File: src/rtl/la_cdc_pkg.sv
// Shared encodings for the toggle-handshake clock-domain-crossing blocks.
// The transmit and receive sides both import this package.
package la_cdc_pkg;

    typedef enum logic {
        LA_CDC_IDLE = 1'b0,
        LA_CDC_WAIT = 1'b1
    } la_cdc_state_t;

endpackage

File: src/rtl/la_dsync.sv
// Single-bit level synchronizer made of a chain of flops.
// Bringing an asynchronous signal through this chain is the only safe way for it to reach logic.
module la_dsync #(
    parameter        PROP   = "DEFAULT",
    parameter int    STAGES = 2,
    parameter int    RND    = 0
) (
    input  logic clk,
    input  logic reset,
    input  logic din,
    output logic dout
);

    // A non-zero RND adds one more stage, so simulation can cover late metastability resolution.
    localparam int DEPTH = STAGES + ((RND != 0) ? 1 : 0);

    logic [DEPTH-1:0] sync_q;

    generate
        if (PROP == "DEFAULT") begin : g_generic
            // Shift the asynchronous input through the synchronizer chain.
            always_ff @(posedge clk or posedge reset) begin
                if (reset) sync_q <= '0;
                else       sync_q <= {sync_q[DEPTH-2:0], din};
            end
        end else begin : g_tech
            // A library synchronizer cell can be substituted here for other properties.
            // Until then they use the same flop chain.
            always_ff @(posedge clk or posedge reset) begin
                if (reset) sync_q <= '0;
                else       sync_q <= {sync_q[DEPTH-2:0], din};
            end
        end
    endgenerate

    assign dout = sync_q[DEPTH-1];

endmodule

File: src/rtl/la_dhstx.sv
// Transmit side of a two-phase (toggle) handshake that carries a word into another clock domain.
//
//   state | meaning
//   ------+-----------------------------------------------------------
//   IDLE  | no transfer open; a valid word is accepted immediately
//   WAIT  | tx_req toggled, tx_data held until the far end echoes on tx_ack
module la_dhstx
    import la_cdc_pkg::*;
#(
    parameter        PROP   = "DEFAULT",
    parameter int    DW     = 32,
    parameter int    STAGES = 2
) (
    input  logic          clk,
    input  logic          reset,
    input  logic          in_valid,
    input  logic [DW-1:0] in_data,
    output logic          in_ready,
    output logic          tx_req,
    output logic [DW-1:0] tx_data,
    input  logic          tx_ack,
    output logic          busy,
    output logic          err
);

    la_cdc_state_t state;
    logic          ack_s;

    la_dsync #(
        .PROP   (PROP),
        .STAGES (STAGES),
        .RND    (0)
    ) u_ack_sync (
        .clk   (clk),
        .reset (reset),
        .din   (tx_ack),
        .dout  (ack_s)
    );

    // Handshake FSM. tx_data and tx_req move on the same edge, so the far end's tx_req
    // synchronizer guarantees the data has settled before it is used.
    always_ff @(posedge clk or posedge reset) begin
        if (reset) begin
            state   <= LA_CDC_IDLE;
            tx_req  <= 1'b0;
            tx_data <= '0;
            busy    <= 1'b0;
            err     <= 1'b0;
        end else begin
            case (state)
                LA_CDC_IDLE: begin
                    // An ack edge with nothing outstanding is a protocol error. It is sticky but harmless.
                    if (ack_s != tx_req) err <= 1'b1;
                    if (in_valid) begin
                        tx_data <= in_data;
                        tx_req  <= ~tx_req;
                        busy    <= 1'b1;
                        state   <= LA_CDC_WAIT;
                    end
                end
                LA_CDC_WAIT: begin
                    if (ack_s == tx_req) begin
                        busy  <= 1'b0;
                        state <= LA_CDC_IDLE;
                    end
                end
                default: begin
                    busy  <= 1'b0;
                    state <= LA_CDC_IDLE;
                end
            endcase
        end
    end

    assign in_ready = (state == LA_CDC_IDLE) & ~reset;

endmodule

File: config.mk
export PLATFORM = sky130hd
export DESIGN_NAME = la_dhstx
export DESIGN_NICKNAME = d
export VERILOG_FILES = /design/src/rtl/la_cdc_pkg.sv /design/src/rtl/la_dsync.sv /design/src/rtl/la_dhstx.sv
export SDC_FILE = /design/constraint.sdc
export NUM_CORES = 1
export LEC_CHECK = 0
export CORE_MARGIN = 5
export CORE_UTILIZATION = 31
export CTS_CLUSTER_SIZE = 8
export DETAILED_ROUTE_END_ITERATION = 10
export REMOVE_ABC_BUFFERS = 1
export SLEW_MARGIN = 20
export SYNTH_ARGS = -nofsm -noshare
export SYNTH_HDL_FRONTEND = slang
export SYNTH_HIERARCHICAL = 1
export SYNTH_SLANG_ARGS = --single-unit
File: constraint.sdc
create_clock -name clk -period 3.9 [get_ports clk]
set_clock_uncertainty 0.2 [all_clocks]
set_input_delay 0.585 -clock clk [delete_from_list [all_inputs] [get_ports clk]]
set_output_delay 0.585 -clock clk [all_outputs]
set_load 0.01 [all_outputs]
==> summary.md, run 1 <==
| Metric | Value |
|---|---|
| Slowest cell on the critical path | `clkdlybuf4s50_1` |
| Compound-cell area share of the yosys netlist | `1.61%` |
| # hold bufs at CTS | `0` |
| # diodes | `0` |
| Post-DP HPWL | `2.64 mm` |
| Syn_area_per_cell | `around 18 µm²` |
| Nets | `between 150 and 200` |
| Startpoint types | `input pin` |
| Die ar. | `6550 µm²` |
| CP max FO | `3` |
| Share of cells above drive strength 1 | `25.8%` |
| Clock Sink Count | `38` |
| Most frequent CP cell | `clkdlybuf4s50_1` |
| CP Capture Point | `in_ready` |
| Crit Path Class | `in2out` |
| Final setup TNS | `0 ps` |
| Total Wirelength | `3.52 mm` |
| Worst vdd ir | `between 0.3 and 0.4 mV` |
| Initial core utilization | `32.4%` |
| Final worst slack | `approximately 1400 ps` |
| Cell Area, Placed | `roughly 2300 µm²` |
| Synth warn | `6` |
| Fin area | `2400 µm²` |
| Die Y | `80.9 µm` |
| Via count | `950` |
| Io pins | `slightly above 70` |
| Post-CTS Resized | `0` |
| Reg-to-reg startpoint | `state$_DFF_PP0_` |
| Vias per cell | `between 4 and 5` |
| Area Overhead vs Synth | `53.7%` |
| Critical Path End Type | `output pin` |
| Max Transition Viols Final | `0` |
| Post-Syn Area | `approximately 1600 µm²` |
| Yosys cell types | `13` |
| Worst-path clk slew | `around 60 ps` |
| Achievable Freq | `406 MHz` |
| Worst rel slew slack | `roughly two fifths` |
| Die Wd | `80.9 µm` |
| Root Driver | `clkbuf_8` |
| Start point of the critical path | `reset` |
| Worst hold path type | `reg2reg` |
| Simple-gate share of the synthesized area | `less than 1%` |
| DRT iter0 DRCs | `28` |
| Largest net degree at the start of global routing | `34` |
| Dpl cells | `222` |
| Post-route ant nets | `0` |
| Final Hold Fails | `0` |
| Area contributors post-synth | `dfrtp_1, mux2_4, buf_12` |
| Postcts setup bufs | `0` |
| Crit-path cells | `clkdlybuf4s50_1 > nor2_1 > clkdlybuf4s50_1` |
| Reg-to-reg slack, setup | `2140 ps` |
| Buf/Inv on CP | `2` |
| Crit path required time | `3120 ps` |
| Clock latency on the worst-skew pair | `270 ps` |
| Dominant cell type by area after synthesis | `dfrtp_1` |
| I/O Buffers | `71` |
| Min Clock Period, post-route | `2460 ps` |
| Routability cong. | `0.701` |
| Max-cap viol count | `0` |
| Worst-Margin Slew | `871 ps` |
| Clock Path Buffers | `2` |
| GR Overflow Total | `0` |
| Total Power | `roughly 1.9 mW` |
| Post-Synthesis Cells | `86` |
| TritonCTS clock tree | `done` |
| WP depth | `3` |
| Max incr delay on CP | `between 500 and 600 ps` |
| Total power per unit cell area | `778 nW/µm²` |
| Xor and xnor area share after synthesis | `1.12%` |
| Post-route DRC | `0` |
| TritonCTS Buffers | `5` |
| CP arrival | `1680 ps` |
| Worst hold start | `u_ack_sync/sync_q[0]$_DFF_PP0_` |
| Initial antenna violation count | `0` |
| Vias in the first global route | `between 1000 and 1500` |
| Fraction of synthesized area in multiplexers | `30.1%` |
| Adder-cell share of the synthesized area | `0%` |
| Seq/Total Area, Yosys | `61.0%` |
| R2R depth | `3` |
| Leakage Power | `1.05 nW` |
| Routed WL per cell | `15.3 µm` |
| Max H-tree Level | `2` |
| Gr usage total | `10.9%` |
| Number of synthesized register bits | `38` |
| Row count | `25` |
| FF-to-FF End | `tx_data[24]$_DFFE_PP0P_` |
| Final setup viols | `0` |
| First-pass GRT wire length | `5.20 mm` |
| Status | `finished, final reports clean` |
| Post-synth top area share | `61.0%` |
| Detailed Routing Iterations Pass 1 | `4` |
| Place WS | `1400 ps` |
| RSZ-0062 raised after global routing | `no` |
| Placeable Area | `a little under 5000 µm²` |
| Largest family of logic cells by synthesized area | `multiplexers` |
| Final Cycle Share | `a little over three fifths` |
| Critical path's top delay family | `buffers and inverters` |
| Finished Layout Cells | `230` |
where the power goes:
group | leakage (nW) | switching (mW) | internal (mW)
clock | 0.0482 | 0.133 | 0.143
sequential | 0.443 | 0.108 | 0.582
combinational | 0.556 | 0.294 | 0.604
total | 1.05 | 0.535 | 1.33
Yosys cell counts:
cell type	number
o21ai_0	1
dfrtp_1	38
xnor2_1	1
inv_1	3
nor2_1	2
nor2b_1	1
a21oi_1	1
mux2_4	29
mux2_2	3
buf_12	3
buf_6	1
o21bai_1	2
xor2_1	1
worst min path at each step:
stage	end	slack (ps)	cells past startpoint
2_1_floorplan	u_ack_sync/sync_q[0]$_DFF_PP0_	130	1
3_3_place_gp	u_ack_sync/sync_q[1]$_DFF_PP0_	140	0
3_5_place_dp	u_ack_sync/sync_q[1]$_DFF_PP0_	140	0
4_1_cts	u_ack_sync/sync_q[1]$_DFF_PP0_	150	0
5_1_grt	u_ack_sync/sync_q[1]$_DFF_PP0_	160	0
6_report	u_ack_sync/sync_q[1]$_DFF_PP0_	150	0
routing by layer:
metal,GRT usage [%],part of all wire (%)
met1,12.3,39
met2,18.1,52
met3,4.21,7.0
met4,4.73,1.9
met5,0,0
sequential cells by signal, summed over array words and instances (netlist names):
signal and cells:
busy 1, tx_req 1, u_ack_sync/sync_q 2, err 1, tx_data 32, state 1
stage by stage:
step | utilization (%) | hold slack, ps
after floorplan | - | 126
after detailed placement | 47.8 | 140
after global routing | 49.7 | 156
after CTS | 49.7 | 155
after global placement | 47.8 | 136
final | 49.7 | 153
cells in the final DEF (no fill, tap or decap):
cell type / count
o21ai_0: 1
xor2_1: 1
inv_1: 3
nor2b_4: 1
o21bai_1: 2
mux2_4: 29
xnor2_1: 1
buf_4: 2
nor2_1: 2
mux2_2: 3
clkinv_2: 1
clkbuf_8: 6
a21oi_1: 1
dfrtp_1: 38
clkdlybuf4s50_1: 71
clkbuf_1: 1
layout make-up:
cell class / instances / area, µm²
Tap cell: 67 / 83.8
Multi-Input combinational cell: 41 / 533
Clock inverter: 1 / 5.00
Fill cell: 425 / 2420
Inverter: 3 / 11.3
Clock buffer: 7 / 86.3
Sequential cell: 38 / 951
Timing Repair Buffer: 73 / 726
logic make-up after synthesis:
group	count (synthesis)
AO/OA/AOI/OAI	4
AND/OR/NAND/NOR	3
XOR/XNOR	2
multiplexers	32
flip-flops	38
buffers and inverters	7
Note: power is estimated with default switching activity, not from simulation.
==> run 2, diff against run 1 <==
clock period = 2.6 ns   (was 3.9 ns; I/O delays follow)
==> run 2 against run 1 <==
Clock-buffer cell count decreased by 1. Core utilization rose by 0.23 points. Via count up 1.2%. Sequential share of layout area is 0.19 points lower. Global-route usage increased by 0.36 points. Largest power group unchanged. Power is 50% higher. Sequential power is 51% higher. Register-to-register slack got worse by 1100 ps. Clock power is 40% higher. Highest routed layer unchanged. First-iteration DRC count is 21% lower.
==> summary.md, run 2 (synthesized netlist as in run 1, its figures left out) <==
| Metric | Value |
|---|---|
| Highest-count cells in the layout ignoring fill and taps | `clkdlybuf4s50_1, dfrtp_1, mux2_4, clkbuf_8` |
| Routability cong. | `0.730 (+4.2%)` |
| Die Wd | `80.9 µm (unchanged)` |
| Max H-tree Level | `2 (unchanged)` |
| TritonCTS Buffers | `5 (unchanged)` |
| Reg-to-reg startpoint | `state$_DFF_PP0_` |
| Share of cells above drive strength 1 | `25.9% (+0.16 points)` |
| Max Transition Viols Final | `0 (unchanged)` |
| Via count | `961 (+1.2%)` |
| Crit-path cells | `clkdlybuf4s50_1 > nor2_1 > clkdlybuf4s50_1` |
| Final setup viols | `0 (unchanged)` |
| GRT met2 Usage | `17.3% (-0.82 points)` |
| R2R depth | `3 (unchanged)` |
| Clock Path Buffers | `2 (unchanged)` |
| Root Driver | `clkbuf_8` |
| Post-route ant nets | `0 (unchanged)` |
| Psw | `0.795 mW (+49%)` |
| Biggest regs | `tx_data (32), u_ack_sync/sync_q (2)` |
| Clock latency on the worst-skew pair | `270 ps (about the same)` |
| Clock Sink Count | `38 (unchanged)` |
| Clock share of power | `13.8% (-1.0 points)` |
| First-pass GRT wire length | `5.38 mm (+3.5%)` |
| Gr usage total | `11.2% (+0.36 points)` |
| Total Wirelength | `3.54 mm (+0.65%)` |
| Final Hold Slack | `131 ps (-21.5 ps)` |
| FF-to-FF End | `tx_data[24]$_DFFE_PP0P_` |
| Post-CTS Resized | `0 (unchanged)` |
| Max reg flops | `32 (unchanged)` |
| Grt met1 use | `13.7% (+1.3 points)` |
| Io pins | `72 (unchanged)` |
| CP Capture Point | `in_ready` |
| Top reg by flops | `tx_data` |
| Die ar. | `6550 µm² (unchanged)` |
| Worst rel slew slack | `69.1% (+27 points)` |
| Initial antenna violation count | `0 (unchanged)` |
| Worst vdd ir | `0.436 mV (+40%)` |
| Slowest cell on the critical path | `clkdlybuf4s50_1` |
| Routed WL per cell | `15.5 µm (+1.1%)` |
| Area Overhead vs Synth | `54.4%` |
| Start point of the critical path | `reset` |
| Worst-Margin Slew | `463 ps (-408 ps)` |
| Leakage Power | `1.05 nW (+0.34%)` |
| Max incr delay on CP | `540 ps (about the same)` |
| Worst hold path type | `in2async` |
| Vias in the first global route | `1019 (-0.39%)` |
| Largest net degree at the start of global routing | `37 (+8.8%)` |
| Die Y | `80.9 µm (unchanged)` |
| Initial core utilization | `32.4% (unchanged)` |
| Comb power frac | `49.1% (+0.9 points)` |
| Commonest non-fill, non-tap cell in the layout | `clkdlybuf4s50_1` |
| CP arrival | `1470 ps (-210 ps)` |
| Total power per unit cell area | `1160 nW/µm² (+49%)` |
| Crit path required time | `2010 ps (-1110 ps)` |
| Detailed Routing Iterations Pass 1 | `4 (unchanged)` |
| Reg-to-reg slack, setup | `1080 ps (-1060 ps)` |
| Critical Path End Type | `output pin` |
| GR Overflow Total | `0 (unchanged)` |
| Achievable Freq | `485 MHz` |
| Row count | `25 (unchanged)` |
| I/O Buffers | `71 (unchanged)` |
| Vias per cell | `4.20 (+1.6%)` |
| Nets | `199 (+0.51%)` |
| Status | `finished, final reports clean` |
| Crit Path Class | `in2out` |
| RSZ-0062 raised after global routing | `no` |
| Final Hold Fails | `0 (unchanged)` |
| Final Cycle Share | `79.2%` |
| Postcts setup bufs | `0 (unchanged)` |
| P_int | `2.00 mW (+50%)` |
| TritonCTS clock tree | `done` |
| Final core area utilization | `50.0% (+0.23 points)` |
| Sequential Power Share | `37.1% (about the same)` |
| Worst-path clk slew | `60 ps (about the same)` |
| Most frequent CP cell | `clkdlybuf4s50_1` |
| DRT iter0 DRCs | `22 (-21%)` |
| # diodes | `0 (unchanged)` |
| GR Util met3 | `3.99% (-0.22 points)` |
| Top Usage Layer GRT | `met2` |
| CP max FO | `3 (unchanged)` |
| Net Sw Frac | `28.5% (-0.26 points)` |
| Min Clock Period, post-route | `roughly 2100 ps` |
| Final setup TNS | `0 ps (unchanged)` |
| # hold bufs at CTS | `0 (unchanged)` |
| Post-DP HPWL | `2.62 mm (-0.94%)` |
| Startpoint types | `input pin` |
| Max-cap viol count | `0 (unchanged)` |
| Placeable Area | `4820 µm² (unchanged)` |
| Post-route DRC | `0 (unchanged)` |
[run 2: how the worst min path moves through the flow]
| stage | start | endpoint | depth (start not counted) |
|---|---|---|---|
| finish | reset | u_ack_sync/sync_q[0]$_DFF_PP0_ | 2 |
| global route | reset | u_ack_sync/sync_q[0]$_DFF_PP0_ | 2 |
| CTS | reset | u_ack_sync/sync_q[0]$_DFF_PP0_ | 2 |
| detailed placement | u_ack_sync/sync_q[0]$_DFF_PP0_ | u_ack_sync/sync_q[1]$_DFF_PP0_ | 0 |
| global placement | u_ack_sync/sync_q[0]$_DFF_PP0_ | u_ack_sync/sync_q[1]$_DFF_PP0_ | 0 |
| floorplan | reset | u_ack_sync/sync_q[0]$_DFF_PP0_ | 1 |
[run 2: layout make-up]
| type | count | area, µm² |
|---|---|---|
| Clock buffer | 6 | 82.6 |
| Multi-Input combinational cell | 41 | 533 |
| Inverter | 3 | 11.3 |
| Sequential cell | 38 | 951 |
| Tap cell | 67 | 83.8 |
| Fill cell | 440 | 2410 |
| Timing Repair Buffer | 74 | 746 |
[run 2: power by group through the flow]
stage,Clock (mW),Sequential [mW],Combinational (mW)
2_1_floorplan,0,1.16,0.551
3_3_place_gp,0,1.04,1.37
3_5_place_dp,0,1.05,1.39
4_1_cts,0.411,1.04,1.40
5_1_grt,0.431,1.08,1.45
6_report,0.387,1.04,1.37
[run 2: routing by layer]
metal,part of all wire [%],vias up,routed length [µm]
li1,-,442,-
met1,40,471,1420
met2,50,40,1750
met3,7.2,8,256
met4,3.3,0,116
met5,0,-,0
[run 2: worst max-delay path: cells and delay by family]
family | cells | cell delay [ps]
buffers and inverters | 2 | 980
and+or+nand+nor | 1 | 100
[run 2: metrics by stage]
step	instance area [µm²]	instances	setup WS (ps)	power (mW)
2_1_floorplan	1490	82	-855	1.72
3_3_place_gp	2320	223	512	2.41
3_5_place_dp	2320	223	514	2.44
4_1_cts	2410	229	514	2.85
5_1_grt	2410	229	496	2.96
6_report	2410	229	540	2.79
==> run 3, diff against run 2 <==
clock period = 2.1 ns   (was 2.6 ns; I/O delays follow)
==> run 3 against run 2 <==
Final cell count is 1.3% higher. Register-to-register slack worse by 540 ps. Setup slack worse by 380 ps. Clock power is 97% higher. Non-clock buffer count is 1 higher. Sequential cell count stayed put. Die area stayed put. Via count is 0.42% higher. Critical path type is now reg2out.
==> summary.md, run 3 (synthesized netlist as in run 1, its figures left out) <==
| Metric | Value |
|---|---|
| Status | `finished, final reports clean` |
| Crit Path Class | `reg2out` |
| Clock Sink Count | `38 (unchanged)` |
| Io pins | `72 (unchanged)` |
| Final setup viols | `0 (unchanged)` |
| # hold bufs at CTS | `0 (unchanged)` |
| Die ar. | `6550 µm² (unchanged)` |
| RSZ-0062 raised after global routing | `no` |
| Final setup TNS | `0 ps (unchanged)` |
| Largest net degree at the start of global routing | `37 (unchanged)` |
| CP max FO | `6 (+3)` |
| First-pass GRT wire length | `5.58 mm (+3.7%)` |
| Worst vdd ir | `0.590 mV (+35%)` |
| Die Y | `80.9 µm (unchanged)` |
| Area Overhead vs Synth | `59.6%` |
| Crit path required time | `1580 ps (-430 ps)` |
| Total power per unit cell area | `1510 nW/µm² (+30%)` |
| Startpoint types | `register` |
| Commonest non-fill, non-tap cell in the layout | `clkdlybuf4s50_1` |
| Total Power | `3.76 mW (+35%)` |
| Max reg flops | `32 (unchanged)` |
| Clock Path Buffers | `2 (unchanged)` |
| Min Clock Period, post-route | `1940 ps` |
| GR Overflow Total | `0 (unchanged)` |
| Max Transition Viols Final | `0 (unchanged)` |
| # diodes | `0 (unchanged)` |
| Max-cap viol count | `0 (unchanged)` |
| Routability cong. | `0.715 (-2.1%)` |
| Final core area utilization | `51.6% (+1.7 points)` |
| Post-CTS Resized | `0 (unchanged)` |
| Detailed Routing Iterations Pass 1 | `4 (unchanged)` |
| Initial antenna violation count | `0 (unchanged)` |
| Worst rel slew slack | `69.1% (about the same)` |
| TritonCTS clock tree | `done` |
| Final Cycle Share | `92.3%` |
| Vias per cell | `4.16 (-0.88%)` |
| Total Wirelength | `3.61 mm (+1.9%)` |
| Via count | `965 (+0.42%)` |
| Leakage Power | `1.09 nW (+3.5%)` |
| Vias in the first global route | `1064 (+4.4%)` |
| Root Driver | `clkbuf_8` |
| Max H-tree Level | `2 (unchanged)` |
| Highest-count cells in the layout ignoring fill and taps | `clkdlybuf4s50_1, dfrtp_1, mux2_4, clkbuf_8` |
| Top reg by flops | `tx_data` |
| CP arrival | `1420 ps (-50 ps)` |
| Initial core utilization | `32.4% (unchanged)` |
| Worst-path clk slew | `70 ps (about the same)` |
| Routed WL per cell | `15.6 µm (+0.63%)` |
| Nets | `200 (+0.50%)` |
| Postcts setup bufs | `0 (unchanged)` |
| I/O Buffers | `71 (unchanged)` |
| Post-DP HPWL | `2.65 mm (+1.3%)` |
| Worst hold path type | `in2async` |
| R2R depth | `3 (unchanged)` |
| Share of cells above drive strength 1 | `27.3% (+1.3 points)` |
| Gr usage total | `11.4% (+0.19 points)` |
| Die Wd | `80.9 µm (unchanged)` |
| DRT iter0 DRCs | `4 (-82%)` |
| Fill count | `434 (-1.4%)` |
| Row count | `25 (unchanged)` |
| Achievable Freq | `516 MHz` |
| Placeable Area | `4820 µm² (unchanged)` |
| Post-route DRC | `0 (unchanged)` |
| Biggest regs | `tx_data (32), u_ack_sync/sync_q (2)` |
| TritonCTS Buffers | `5 (unchanged)` |
| Critical Path End Type | `output pin` |
| Final Hold Fails | `0 (unchanged)` |
| Post-route ant nets | `0 (unchanged)` |
| Worst-Margin Slew | `464 ps (+0.146 ps)` |
| Clock latency on the worst-skew pair | `290 ps (+20 ps)` |
-- run 3: path summary, 6_finish.rpt --
| path | from | end | slack, ps |
|---|---|---|---|
| setup reg to reg | state$_DFF_PP0_ | tx_data[7]$_DFFE_PP0P_ | 540 |
| max in group asynchronous | reset | tx_data[19]$_DFFE_PP0P_ | 1070 |
| setup / recovery | state$_DFF_PP0_ | in_ready | 160 |
| min in group clk | u_ack_sync/sync_q[0]$_DFF_PP0_ | u_ack_sync/sync_q[1]$_DFF_PP0_ | 160 |
| hold / removal | reset | u_ack_sync/sync_q[1]$_DFF_PP0_ | 40 |
| hold reg to reg | u_ack_sync/sync_q[0]$_DFF_PP0_ | u_ack_sync/sync_q[1]$_DFF_PP0_ | 160 |
-- run 3: stage by stage --
step                      hold slack [ps]  cell area (µm²)  cells  setup WS [ps]
after floorplan                      -144             1490     82          -1350
after global placement                137             2340    224            157
after detailed placement              136             2340    224            128
after CTS                            26.0             2490    232            137
after global routing                 36.3             2490    232           93.0
final                                35.5             2490    232            162
-- run 3: final cells by class --
type	instances	area [µm²]	share of cell area [%]
clock buffer	6	82.6	3.32
clock inverter	2	60.1	2.41
multi-input combinational	41	533	21.4
inverter	3	11.3	0.453
tap	67	83.8	3.37
timing repair buffer	75	766	30.8
sequential	38	951	38.2
-- run 3: power breakdown --
part | total [mW] | switching (mW) | internal, mW
clock | 0.761 | 0.254 | 0.507
sequential | 1.29 | 0.204 | 1.08
combinational | 1.72 | 0.558 | 1.16
total | 3.76 | 1.02 | 2.75
-- run 3: worst max-delay path, cell delays in order (launching register included) --
cell and delay (ps):
dfrtp_1 460, nor2_1 130, clkdlybuf4s50_1 550
-- run 3: per-layer routing --
metal  global-route usage [%]  vias to the layer above  routed length [µm]
met3                     3.99                        7                 251
met5                        0                        -                   0
met4                     5.41                        0                  94
met2                     18.8                       43                1800
li1                         -                      446                   -
met1                     13.3                      469                1470
